===== src/rtl/matrix_key_scan_pkg.sv =====
// matrix_key_scan_pkg
//   Shared definitions for the 4x4 key matrix scanner: matrix geometry,
//   debounce FSM state encoding, frame classification types, key-code
//   constants for the clock's mode/adjust keys and a frame classifier.
package matrix_key_scan_pkg;

  localparam int ROWS = 4;
  localparam int COLS = 4;

  typedef enum logic [1:0] {
    IDLE     = 2'd0,
    DB_PRESS = 2'd1,
    PRESSED  = 2'd2,
    DB_REL   = 2'd3
  } scan_state_t;

  typedef enum logic [1:0] {
    FRAME_NONE  = 2'd0,
    FRAME_ONE   = 2'd1,
    FRAME_MULTI = 2'd2
  } frame_kind_t;

  typedef struct packed {
    frame_kind_t kind;
    logic [3:0]  code;
  } frame_class_t;

  // Keys wired to the clock's mode / date-time / adjust control logic
  localparam logic [3:0] KEY_MODE      = 4'd12;
  localparam logic [3:0] KEY_DATE_TIME = 4'd13;
  localparam logic [3:0] KEY_ADJ_UP    = 4'd14;
  localparam logic [3:0] KEY_ADJ_DOWN  = 4'd15;

  // A frame with two or more keys down carries no usable code, so it is
  // reported as MULTI and treated like an empty frame by the debouncer.
  function automatic frame_class_t classify_frame(input logic [ROWS*COLS-1:0] map);
    frame_class_t res;
    int           hits;
    res.kind = FRAME_NONE;
    res.code = '0;
    hits     = 0;
    for (int i = 0; i < ROWS*COLS; i++) begin
      if (map[i]) begin
        hits++;
        res.code = 4'(i);
      end
    end
    if (hits == 1) begin
      res.kind = FRAME_ONE;
    end else if (hits > 1) begin
      res.kind = FRAME_MULTI;
    end
    return res;
  endfunction

endpackage


===== src/rtl/matrix_key_scan_if.sv =====
// matrix_key_scan_if
//   Key matrix and key-event bundle.
//   col_in    : matrix columns, active-low, asynchronous to clk
//   row_out   : one-hot active-low row drive
//   key_code  : last accepted key (row*4 + col)
//   key_valid : one-cycle strobe on an accepted press
//   key_held  : high from accepted press until accepted release
//   master = the scanner, slave = matrix/consumer side.
interface matrix_key_scan_if;
  import matrix_key_scan_pkg::*;

  logic [COLS-1:0] col_in;
  logic [ROWS-1:0] row_out;
  logic [3:0]      key_code;
  logic            key_valid;
  logic            key_held;

  modport master (input col_in, output row_out, key_code, key_valid, key_held);
  modport slave  (output col_in, input row_out, key_code, key_valid, key_held);
endinterface


===== src/rtl/scan_tick_gen.sv =====
// scan_tick_gen
//   Enable-pulse divider: counts 0..DIV-1 and raises tick for the single
//   cycle in which the count sits at DIV-1. No derived clock is produced.
//   clk   : system clock
//   rst_n : asynchronous active-low reset
//   tick  : one-cycle enable pulse every DIV cycles
module scan_tick_gen #(
  parameter int DIV = 1000
) (
  input  logic clk,
  input  logic rst_n,
  output logic tick
);

  localparam int         W    = (DIV > 1) ? $clog2(DIV) : 1;
  localparam logic [W-1:0] LAST = W'(DIV - 1);

  logic [W-1:0] count_q;

  assign tick = (count_q == LAST);

  always_ff @(posedge clk or negedge rst_n) begin
    if (!rst_n) begin
      count_q <= '0;
    end else if (tick) begin
      count_q <= '0;
    end else begin
      count_q <= count_q + 1'b1;
    end
  end

endmodule


===== src/rtl/matrix_key_scan.sv =====
// matrix_key_scan
//   Scans a 4x4 key matrix one row per SCAN_DIV cycles, assembles a 16-bit
//   frame map, and debounces a single pressed key over DEBOUNCE_CNT
//   identical frames before reporting its code with a one-cycle strobe.
//   clk   : system clock
//   rst_n : asynchronous active-low reset
//   kp    : key matrix / key event bundle (master side)
module matrix_key_scan
  import matrix_key_scan_pkg::*;
#(
  parameter int SCAN_DIV     = 1000,
  parameter int DEBOUNCE_CNT = 4
) (
  input  logic                clk,
  input  logic                rst_n,
  matrix_key_scan_if.master   kp
);

  localparam int              CW        = $clog2(DEBOUNCE_CNT + 1);
  localparam logic [CW-1:0]   CNT_MAX   = CW'(DEBOUNCE_CNT);
  localparam logic [CW-1:0]   CNT_ONE   = CW'(1);
  localparam logic [1:0]      LAST_ROW  = 2'(ROWS - 1);

  logic [COLS-1:0]      col_meta, col_sync;
  logic                 tick, frame_end;
  logic [1:0]           row_idx;
  logic [ROWS*COLS-1:0] frame_q, frame_now;
  frame_class_t         fc;

  scan_state_t   state_q, state_d;
  logic [CW-1:0] cnt_q, cnt_d, cnt_inc;
  logic [3:0]    cand_q, cand_d, code_q, code_d;
  logic          held_q, held_d, valid_q, accept;

  scan_tick_gen #(.DIV(SCAN_DIV)) u_tick (
    .clk   (clk),
    .rst_n (rst_n),
    .tick  (tick)
  );

  always_ff @(posedge clk or negedge rst_n) begin
    if (!rst_n) begin
      col_meta <= '1;
      col_sync <= '1;
    end else begin
      col_meta <= kp.col_in;
      col_sync <= col_meta;
    end
  end

  // The row being sampled on a tick is merged in combinationally so that
  // the frame-end decision already sees row 3 of the current frame.
  always_comb begin
    frame_now = frame_q;
    frame_now[{row_idx, 2'b00} +: COLS] = ~col_sync;
  end

  assign frame_end = tick && (row_idx == LAST_ROW);
  assign fc        = classify_frame(frame_now);
  assign cnt_inc   = (cnt_q == CNT_MAX) ? cnt_q : cnt_q + 1'b1;

  always_ff @(posedge clk or negedge rst_n) begin
    if (!rst_n) begin
      row_idx <= '0;
      frame_q <= '0;
    end else if (tick) begin
      row_idx <= row_idx + 2'd1;
      frame_q <= frame_now;
    end
  end

  always_comb begin
    state_d = state_q;
    cnt_d   = cnt_q;
    cand_d  = cand_q;
    code_d  = code_q;
    held_d  = held_q;
    accept  = 1'b0;
    if (frame_end) begin
      case (state_q)
        IDLE: begin
          if (fc.kind == FRAME_ONE) begin
            cand_d = fc.code;
            cnt_d  = CNT_ONE;
            if (CNT_ONE == CNT_MAX) begin
              accept  = 1'b1;
              state_d = PRESSED;
            end else begin
              state_d = DB_PRESS;
            end
          end
        end
        DB_PRESS: begin
          if (fc.kind == FRAME_ONE && fc.code == cand_q) begin
            cnt_d = cnt_inc;
            if (cnt_inc == CNT_MAX) begin
              accept  = 1'b1;
              state_d = PRESSED;
            end
          end else if (fc.kind == FRAME_ONE) begin
            cand_d = fc.code;
            cnt_d  = CNT_ONE;
          end else begin
            cnt_d   = '0;
            state_d = IDLE;
          end
        end
        PRESSED: begin
          if (!(fc.kind == FRAME_ONE && fc.code == code_q)) begin
            cnt_d = CNT_ONE;
            if (CNT_ONE == CNT_MAX) begin
              held_d  = 1'b0;
              state_d = IDLE;
            end else begin
              state_d = DB_REL;
            end
          end
        end
        DB_REL: begin
          // Any frame that again shows the held key is a release bounce.
          if (fc.kind == FRAME_ONE && fc.code == code_q) begin
            state_d = PRESSED;
          end else begin
            cnt_d = cnt_inc;
            if (cnt_inc == CNT_MAX) begin
              held_d  = 1'b0;
              state_d = IDLE;
            end
          end
        end
        default: state_d = IDLE;
      endcase
    end
    if (accept) begin
      code_d = cand_d;
      held_d = 1'b1;
    end
  end

  always_ff @(posedge clk or negedge rst_n) begin
    if (!rst_n) begin
      state_q <= IDLE;
      cnt_q   <= '0;
      cand_q  <= '0;
      code_q  <= '0;
      held_q  <= 1'b0;
      valid_q <= 1'b0;
    end else begin
      state_q <= state_d;
      cnt_q   <= cnt_d;
      cand_q  <= cand_d;
      code_q  <= code_d;
      held_q  <= held_d;
      valid_q <= accept;
    end
  end

  assign kp.row_out   = ~(4'b0001 << row_idx);
  assign kp.key_code  = code_q;
  assign kp.key_valid = valid_q;
  assign kp.key_held  = held_q;

endmodule


===== src/flat_wrapper.sv =====
// flat-port wrapper written by rule: the top's interface ports become plain ports
module matrix_key_scan_flat import matrix_key_scan_pkg::*;
#(
  parameter int SCAN_DIV     = 1000,
  parameter int DEBOUNCE_CNT = 4
)
  (clk, rst_n, kp_col_in, kp_row_out, kp_key_code, kp_key_valid, kp_key_held);
  matrix_key_scan_if kp_i ();
  input  logic clk;
  input  logic rst_n;
  input wire logic [$bits(kp_i.col_in)-1:0] kp_col_in;
  output wire logic [$bits(kp_i.row_out)-1:0] kp_row_out;
  output wire logic [$bits(kp_i.key_code)-1:0] kp_key_code;
  output wire logic [$bits(kp_i.key_valid)-1:0] kp_key_valid;
  output wire logic [$bits(kp_i.key_held)-1:0] kp_key_held;
  assign kp_i.col_in = kp_col_in;
  assign kp_row_out = kp_i.row_out;
  assign kp_key_code = kp_i.key_code;
  assign kp_key_valid = kp_i.key_valid;
  assign kp_key_held = kp_i.key_held;
  matrix_key_scan #(.SCAN_DIV(SCAN_DIV), .DEBOUNCE_CNT(DEBOUNCE_CNT)) u_core (.clk(clk), .rst_n(rst_n), .kp(kp_i));
endmodule

===== config.mk =====
export PLATFORM = sky130hd
export DESIGN_NAME = matrix_key_scan_flat
export DESIGN_NICKNAME = d
export VERILOG_FILES = /design/src/rtl/matrix_key_scan_pkg.sv /design/src/rtl/matrix_key_scan_if.sv /design/src/rtl/scan_tick_gen.sv /design/src/rtl/matrix_key_scan.sv /design/src/flat_wrapper.sv
export SDC_FILE = /design/constraint.sdc
export NUM_CORES = 1
export LEC_CHECK = 0
export CORE_ASPECT_RATIO = 0.6
export CORE_MARGIN = 1.5
export CORE_UTILIZATION = 50
export CTS_BUF_LIST = sky130_fd_sc_hd__clkbuf_4
export DETAILED_ROUTE_END_ITERATION = 10
export PLACE_DENSITY = 0.67
export SLEW_MARGIN = 25
export SYNTH_ARGS = -nofsm -noshare
export SYNTH_HDL_FRONTEND = slang
export SYNTH_SLANG_ARGS = --single-unit

===== constraint.sdc =====
create_clock -name clk -period 17 [get_ports clk]
set_clock_uncertainty 0.15 [all_clocks]
set_input_delay 1.7 -clock clk [delete_from_list [all_inputs] [get_ports clk]]
set_output_delay 1.7 -clock clk [all_outputs]
set_load 0.005 [all_outputs]

Yosys cells after proc, flatten, opt, wreduce, memory -nomap -nowiden
Cells that the tools add are included.

word-level totals
  flip-flop bits (word level) = 51
  bits of input ports = 6

cells by class
  add/subtract/negate cells = 19
  magnitude comparators = 1
  eq/ne operators = 18
  shifts and indexed selects = 3
  multiplexer cells = 63
  bitwise gates (word level) = 2
  reductions and logical operators = 10

operators by type and width
  kind                                                   number
  2-to-1 mux 32 bit                                      15
  adder 32 x 2 -> 32 bit (second input constant)         14
  2-to-1 mux 4 bit                                       11
  equality test 32 x 2 -> 1 bit (second input constant)  1
  > comparator 32 x 2 -> 1 bit (second input constant)   1
  2-to-1 mux 3 bit                                       9
  2-to-1 mux 2 bit                                       11
  bitwise mux 16 bit                                     1
  variable shift 4 x 6 -> 16 bit (first input constant)  1
  variable part select 4 x 6 -> 16 bit                   1
  2-to-1 mux 1 bit                                       12
  one-hot mux 3 bit (4 select lines)                     1
  adder 10 x 1 -> 10 bit (second input constant)         1
  equality test 10 bit (second input constant)           1
  2-to-1 mux 10 bit                                      1
  equality test 4 bit                                    2
  NOT 4 bit                                              2
  one-hot mux 2 bit (4 select lines)                     1
  one-hot mux 4 bit (2 select lines)                     1
  AND reduction 4 bit                                    2
  equality test 2 bit (second input constant)            3
  equality test 3 bit (second input constant)            2
  negator 4 -> 6 bit                                     1
  AND reduction 6 bit                                    1
  13 further kinds                                       20

Logic depth before layout (Yosys ltp)
Gate-level depths: netlist (run 1).

  depth in word-level cells = 44
  gate-level depth with buffers = 62
  depth with buffers taken out = 58

Modules after synthesis
Synthesis (run 1) repeated with hierarchy kept, for this count alone.

second synthesis, totals
  cell total of the unflattened synthesis = 511
  area total of the unflattened synthesis = 4,703.3 µm²

by module, submodules not included
  module           times used  cells an instance  area an instance (µm²)
  matrix_key_scan  1           468                4,220.3
  scan_tick_gen    1           43                 483.0

Least setup slack after synthesis (run 1)
Ideal clock, no wire load.

  path kind = flip-flop to flip-flop
  from = reg u_core.row_idx[0]
  to = reg u_core.code_q[0] (netlist: u_core.kp.key_code[0])
  library setup time = 128 ps
  data arrival time = 10,609 ps
  slack = 6,113 ps
  cell stages (with the launch flop) = 63
  period minus slack after synthesis = 10,887 ps
  cell sequence = dfrtp_1 buf_6 inv_1 ha_1 buf_2 inv_1 nor4_1 a21oi_1 inv_1 ha_1 nor3_1 nor2_1 ha_1 o21ai_0 o31ai_4 ha_1 mux2i_1 inv_1 [27 not listed] ha_1 and2_1 a21o_1 ha_1 nand2_1 and2_1 inv_1 ha_1 xor2_1 nor4_1 a31o_2 inv_1 a211o_1 buf_6 or3_1 buf_2 inv_2 mux2_1

RTL lines
  element                                                                                        line                       RTL
  start, declared                                                                                matrix_key_scan.sv:26      logic [1:0] row_idx;
  start signal, assigned                                                                         matrix_key_scan.sv:67      row_idx <= row_idx + 2'd1;
  negator 4 -> 6 bit *                                                                           matrix_key_scan.sv:55      frame_now[{row_idx, 2'b00} +: COLS] = ~col_sync;
  variable part select 4 x 6 -> 16 bit / variable shift 4 x 6 -> 16 bit (equally long branches)  matrix_key_scan.sv:55
  bitwise mux 16 bit *                                                                           matrix_key_scan.sv:55
  net u_core.frame_now[1]                                                                        matrix_key_scan.sv:27      logic [ROWS*COLS-1:0] frame_q, frame_now;
  2-to-1 mux 32 bit                                                                              matrix_key_scan_pkg.sv:43  if (map[i]) begin
  adder 32 x 2 -> 32 bit                                                                         matrix_key_scan_pkg.sv:44  hits++;
  2-to-1 mux 32 bit                                                                              matrix_key_scan_pkg.sv:43
  adder 32 x 2 -> 32 bit                                                                         matrix_key_scan_pkg.sv:44
  [26 not listed]                                                                                --
  2-to-1 mux 2 bit                                                                               matrix_key_scan_pkg.sv:50  end else if (hits > 1) begin
  2-to-1 mux 2 bit                                                                               matrix_key_scan_pkg.sv:48  if (hits == 1) begin
  equality test 2 x 1 -> 1 bit                                                                   matrix_key_scan.sv:94      if (fc.kind == FRAME_ONE && fc.code == cand_q) begin
  logical AND 1 bit *                                                                            matrix_key_scan.sv:94
  2-to-1 mux 1 bit *                                                                             matrix_key_scan.sv:94
  2-to-1 mux 1 bit *                                                                             matrix_key_scan.sv:80      case (state_q)
  2-to-1 mux 1 bit *                                                                             matrix_key_scan.sv:79      if (frame_end) begin
  net u_core.accept                                                                              matrix_key_scan.sv:33      logic held_q, held_d, valid_q, accept;
  end signal, assigned                                                                           matrix_key_scan.sv:152     code_q <= code_d;
  end, declared                                                                                  matrix_key_scan.sv:32      logic [3:0] cand_q, cand_d, code_q, code_d;

The timed path passes the listed nets; every way through them passes the cells marked *.
A chain may end at the register's enable or synchronous reset.

Worst setup path in the final report (run 1)
Same ends and word-level chain as after synthesis.

==> impl_metrics.ini, run 1 <==
[grt]
grt.total_usage = 0.238
grt_pass1_wl_um = 19300
grt_overflow = 0
grt_max_degree = 52
grt_pass1_vias = 3784
antenna_found_initial = 0

[logic_synthesis]
ys_ff_latch = 51
syn_inst = 541
syn_avg_cell_area_um2 = 9.06
synth_edf_count = 0
yosysTopAreaCell = dfrtp_1
synthTopCellsByCount = nor2_1, dfrtp_1, nand2_1, a21oi_1, xnor2_1
synthFlopType = dfrtp_1
synth_most_common_cell = nor2_1
synth-seq-area-share = 0.262
synth_cell_types = 95
synthArstFlopShare = 1.00
syn_area_um2 = 4900
synth.area.top_cells = dfrtp_1, ha_1, xnor2_1, dfstp_2, xor2_1
synth_top_area_share = 0.219
ys_warn_count = 0
synth_nets = 569

[floorplanning]
die_x_um = 131
dieArea_um2 = 10400
std_cell_rows = 27
start_util = 0.524
io_pins = 16
die_h_um = 79.7
core_um2 = 9360

[clocking]
clock_latency_ps = 390
cts_tree = done
postCtsSetupBuffers = 0
clock_sinks = 51
clk_pin_slew_ps = 150
cts_resized = 0
cts_hold_buf = 0
cts_made_buffers = 5
cts_max_path_buffers = 2
cts_root_buf = clkbuf_4
cts_max_level = 2

[worst_setup_path]
required_ps = 17140
end_kind = flip-flop
path_max_fanout = 13
r2r_cells = 57
crit_type = flip-flop to flip-flop
crit_top_cell = ha_1
regToRegSetupSlack_ps = 4610
worstReg2RegStart = u_core.row_idx[0]
cpPeakStageDelay_ps = 680
slowest_stage = dfrtp_1
start_kind = flip-flop
reg2reg_to = u_core.kp.key_code[0]
arrival_ps = 12530

[cells_and_area]
fin_util = 0.558
area.growth.synth_to_final_pct = 6.51
final_nets = 574
final_area_um2 = 5220
drive_gt1_frac = 0.146

[status]
outcome = complete, no violations

[sta]
fmax_ghz = 0.0807
period_share = 0.729
tightest_slew_ps = 831
rsz0062_at_grt = no
period_needed_ps = 12390
hold_viol = 0
slew_violations = 0
tns_ps = 0
slew_headroom = 0.446
finalSetupViolations = 0

[route]
postRouteAntennaNets = 0
vias = 3992
first_pass_iters = 5
wl_per_cell_um = 16.5
first_iter_violations = 285
totalWireLength_um = 11200
detail_route.drc_violations = 0
vias_per_cell = 5.89

[placement]
hpwlAfterDp_um = 8730
post_dp_cell_area_um2 = 5130
numPortBuffers = 15
gp_congestion = 0.848

[worst_hold_path]
hold_start = u_core.col_meta[3]
min_path_cells = 0
worstHoldPathType = flip-flop to flip-flop
holdPathEnd = u_core.col_sync[3]

[power_and_ir_drop]
leakage_uw = 0.00224
ir_drop_mv = 0.0377
power_density_nw_per_um2 = 50.8

[flow_run]
cap_violations = 0
worst max path at each step:
stage | from | to | slack, ps | cells after the start
2_1_floorplan | u_core.row_idx[0] | u_core.kp.key_code[0] | 6110 | 62
3_3_place_gp | u_core.row_idx[0] | u_core.kp.key_code[0] | 5200 | 57
3_5_place_dp | u_core.row_idx[0] | u_core.kp.key_code[0] | 4740 | 57
4_1_cts | u_core.row_idx[0] | u_core.kp.key_code[0] | 4640 | 57
5_1_grt | u_core.row_idx[0] | u_core.kp.key_code[0] | 3520 | 57
6_report | u_core.row_idx[0] | u_core.kp.key_code[0] | 4610 | 57
routing by layer:
layer  GRT usage  part of all wire
met2       0.319              0.38
met4      0.0495            0.0095
met1       0.389              0.56
met3      0.0389             0.054
met5           0                 0
sequential cells by signal (all words and copies together), names as in the netlist:
| name | cells |
|---|---|
| u_core.cnt_q | 3 |
| u_core.col_sync | 4 |
| u_core.kp.key_code | 4 |
| u_core.kp.key_valid | 1 |
| u_core.u_tick.count_q | 10 |
| u_core.row_idx | 2 |
| u_core.frame_q | 16 |
| u_core.col_meta | 4 |
| u_core.cand_q | 4 |
| u_core.kp.key_held | 1 |
| u_core.state_q | 2 |
report_power, final:
group          total [uW]  switching, uW  internal (uW)  leakage, uW
Clock                74.8           41.6           33.2    0.0000463
Sequential            125           1.72            123     0.000671
Combinational        65.9           37.8           28.1      0.00152
logic make-up after synthesis:
logic type               after synthesis  share of synthesized area
adder cells (fa/ha/maj)               23                     0.0582
buffers and inverters                 48                     0.0424
flip-flops                            51                      0.262
AO/OA/AOI/OAI                        138                      0.211
XOR/XNOR                              66                      0.157
multiplexers                          23                     0.0556
AND/OR/NAND/NOR                      192                      0.214
worst max-delay path: cells and delay by family (launching register included):
kind	cells	cell delay (ps)
fa+ha+maj	15	4720
mux	2	570
xor+xnor	1	180
simple gates	18	2610
flops	1	680
compound gates	13	2680
buf+inv	8	680
area by class of cell:
type	instances	area, um^2
fillers	855	4140
repair buffers	17	160
well taps	130	163
diodes	1	2.50
clock inverters	2	38.8
flip-flops and latches	51	1290
inverters	29	109
multi-input cells	442	3420
clock buffers	6	45.0
per-stage QoR:
stage | setup slack (ps) | power (uW) | instances | hold slack [ps]
CTS | 4640 | 269 | 677 | 204
floorplan | 6110 | 177 | 541 | 195
global placement | 5200 | 189 | 669 | 196
global route | 3520 | 281 | 677 | 198
finish | 4610 | 266 | 678 | 210
detailed placement | 4740 | 192 | 669 | 197
cells in the final DEF (no fill, tap or decap), types with 4 or more instances in the layout:
master and count:
nand3_1 14, nand4_1 7, nor3b_1 4, xnor2_1 26
inv_1 24, o21ai_1 4, mux2_2 10, ha_1 22
nand2_1 40, nor2b_1 8, inv_2 4, o211ai_1 4
xnor2_2 6, a21o_1 6, o2bb2ai_1 6, nand3b_1 6
dfstp_2 8, a21oi_1 31, and2_1 8, nor4_1 6
o21ai_0 25, or3_1 4, xor2_1 24, clkdlybuf4s50_1 14
a2bb2oi_1 5, nor2_1 55, dfrtp_1 43, mux2i_1 7
nor3_1 10, nand2b_1 5, clkbuf_4 6
Power figures use the tool's default switching activity.
==> inputs of run 2 (changes only) <==
PLACE_DENSITY = 0.7   (was 0.67)
clock period = 10.9 ns   (was 17 ns; I/O delays follow)
==> run 2 against run 1 <==
Effect of this change:
- via count up 2.0%
- cell area up 6.0%
- combinational power up 90%
- die area unchanged
- critical path depth rose by 1
- sequential share of layout area fell by 1.4 points
- count of clock-buffer cells in the layout fell by 1
- first-iteration DRC count down 17%
- power increased by 61%
- non-clock buffer count increased by 23
- fmax grew 19%
- cell count increased by 3.2%
- largest power group unchanged
==> impl_metrics.ini, run 2 (synthesis gave the netlist of run 1 again) <==
[worst_setup_path]
r2r_cells = 58
crit_top_cell = ha_1
reg2reg_to = u_core.kp.key_code[0]
cpPeakStageDelay_ps = 440
cp-endpoint = u_core.kp.key_code[0]
crit_type = flip-flop to flip-flop
end_kind = flip-flop
arrival_ps = 10500
regToRegSetupSlack_ps = 510
slowest_stage = dfrtp_1
crit_start = u_core.row_idx[1]
required_ps = 11000
worstReg2RegStart = u_core.row_idx[1]
path_max_fanout = 9
start_kind = flip-flop

[cells_and_area]
fillerInstances = 802
antenna_cells = 0
drive_gt1_frac = 0.218
fin_util = 0.591
multi_input_area_um2 = 3560
largest_reg_flops = 16
area.growth.synth_to_final_pct = 12.9
final_cell_mix = nor2_1, dfrtp_1, nand2_1
final_common_cell = nor2_1
final_nets = 597
final_area_um2 = 5530
final-seq-area_um2 = 1290
regMostFlops = u_core.frame_q
reg_top3 = u_core.frame_q: 16 flops, u_core.u_tick.count_q: 10 flops

[clocking]
cts_made_buffers = 5
cts_max_level = 2
clock_sinks = 51
cts_root_buf = clkbuf_4
clk_pin_slew_ps = 160
cts_tree = done
cts_hold_buf = 0
clock_latency_ps = 370
cts_max_path_buffers = 2

[grt]
grt_pass1_wl_um = 18900
grt_pass1_vias = 3801
grt.total_usage = 0.228
grt_max_degree = 52
antenna_found_initial = 0
grt_overflow = 0

[power_and_ir_drop]
ir_drop_mv = 0.0695
leakage_uw = 0.00236
power_uw = 428
power_density_nw_per_um2 = 77.4

[route]
first_iter_violations = 237
postRouteAntennaNets = 0
totalWireLength_um = 11300
first_pass_iters = 5
vias_per_cell = 5.82
vias = 4071
wl_per_cell_um = 16.2
detail_route.drc_violations = 0

[floorplanning]
dieArea_um2 = 10400
std_cell_rows = 27
die_x_um = 131
core_um2 = 9360
start_util = 0.524
io_pins = 16
die_h_um = 79.7

[sta]
finalSetupViolations = 0
tightest_slew_ps = 839
period_share = 0.954
tns_ps = 0
slew_headroom = 0.441
period_needed_ps = 10390
fmax_ghz = 0.0962
hold_slack_ps = 216
hold_viol = 0
slew_violations = 0

[placement]
post_dp_cell_area_um2 = 5240
hpwlAfterDp_um = 8680
numPortBuffers = 15
gp_congestion = 0.815

[flow_run]
cap_violations = 0

[worst_hold_path]
worstHoldPathType = flip-flop to flip-flop

[status]
outcome = complete, no violations
## run 2: changes by cell type in the layout (fill, tap and decap cells not counted), sizes merged
cell	change
clkinvlp	+1
inv	-1
diode	-1
buf	+23
clkbuf	-1
clkinv	+1
## run 2: metrics by stage
| step | setup slack (ps) | cells |
|---|---|---|
| global placement | 143 | 683 |
| finish | 506 | 700 |
| floorplan | 13.2 | 541 |
| global route | -103 | 700 |
| CTS | 26.6 | 694 |
| detailed placement | -199 | 683 |
## run 2: worst min-delay path by stage
stage               slack [ps]               start            endpoint  cells after the start
floorplan                  200  u_core.col_meta[0]  u_core.col_sync[0]                      0
global placement           200  u_core.col_meta[3]  u_core.col_sync[3]                      0
detailed placement         200  u_core.col_meta[3]  u_core.col_sync[3]                      0
CTS                        220  u_core.col_meta[3]  u_core.col_sync[3]                      0
global route               220  u_core.col_meta[3]  u_core.col_sync[3]                      0
finish                     220  u_core.col_meta[3]  u_core.col_sync[3]                      0
## run 2: per-layer routing
metal / up-vias / wire length, um / track usage
li1: 2017 / - / -
met1: 1968 / 6070 / 0.369
met2: 79 / 4690 / 0.326
met3: 7 / 497 / 0.0228
met4: 0 / 66 / 0.0407
met5: - / 0 / 0
## run 2: what timing repair did
action	in CTS	in global routing
pin swaps	0	9
endpoints found under the setup margin	10	15
gates cloned	0	0
resized for setup	5	27
buffers inserted	3	6
## run 2: report_power, final
group | internal [uW] | switching (uW) | total (uW)
Combinational | 59.0 | 66.2 | 125
Sequential | 192 | 1.63 | 194
Clock | 48.5 | 61.1 | 110
Total | 300 | 129 | 428
## run 2: critical path: cells and delay by family, from the launching register on
| family | cells | cell delay (ps) |
|---|---|---|
| and+or+nand+nor | 17 | 2250 |
| AOI/OAI and AO/OA | 14 | 2110 |
| buffers and inverters | 9 | 750 |
| DFF | 1 | 440 |
| xor gates and xnor gates | 1 | 170 |
| adders and majority gates | 15 | 3930 |
| muxes | 2 | 460 |
## run 2: final cells by class
class | instances | share of cell area
multi-input cells | 442 | 0.643
inverters | 29 | 0.0203
clock inverters | 3 | 0.00769
flip-flops and latches | 51 | 0.232
clock buffers | 5 | 0.00678
well taps | 130 | 0.0294
repair buffers | 40 | 0.0601
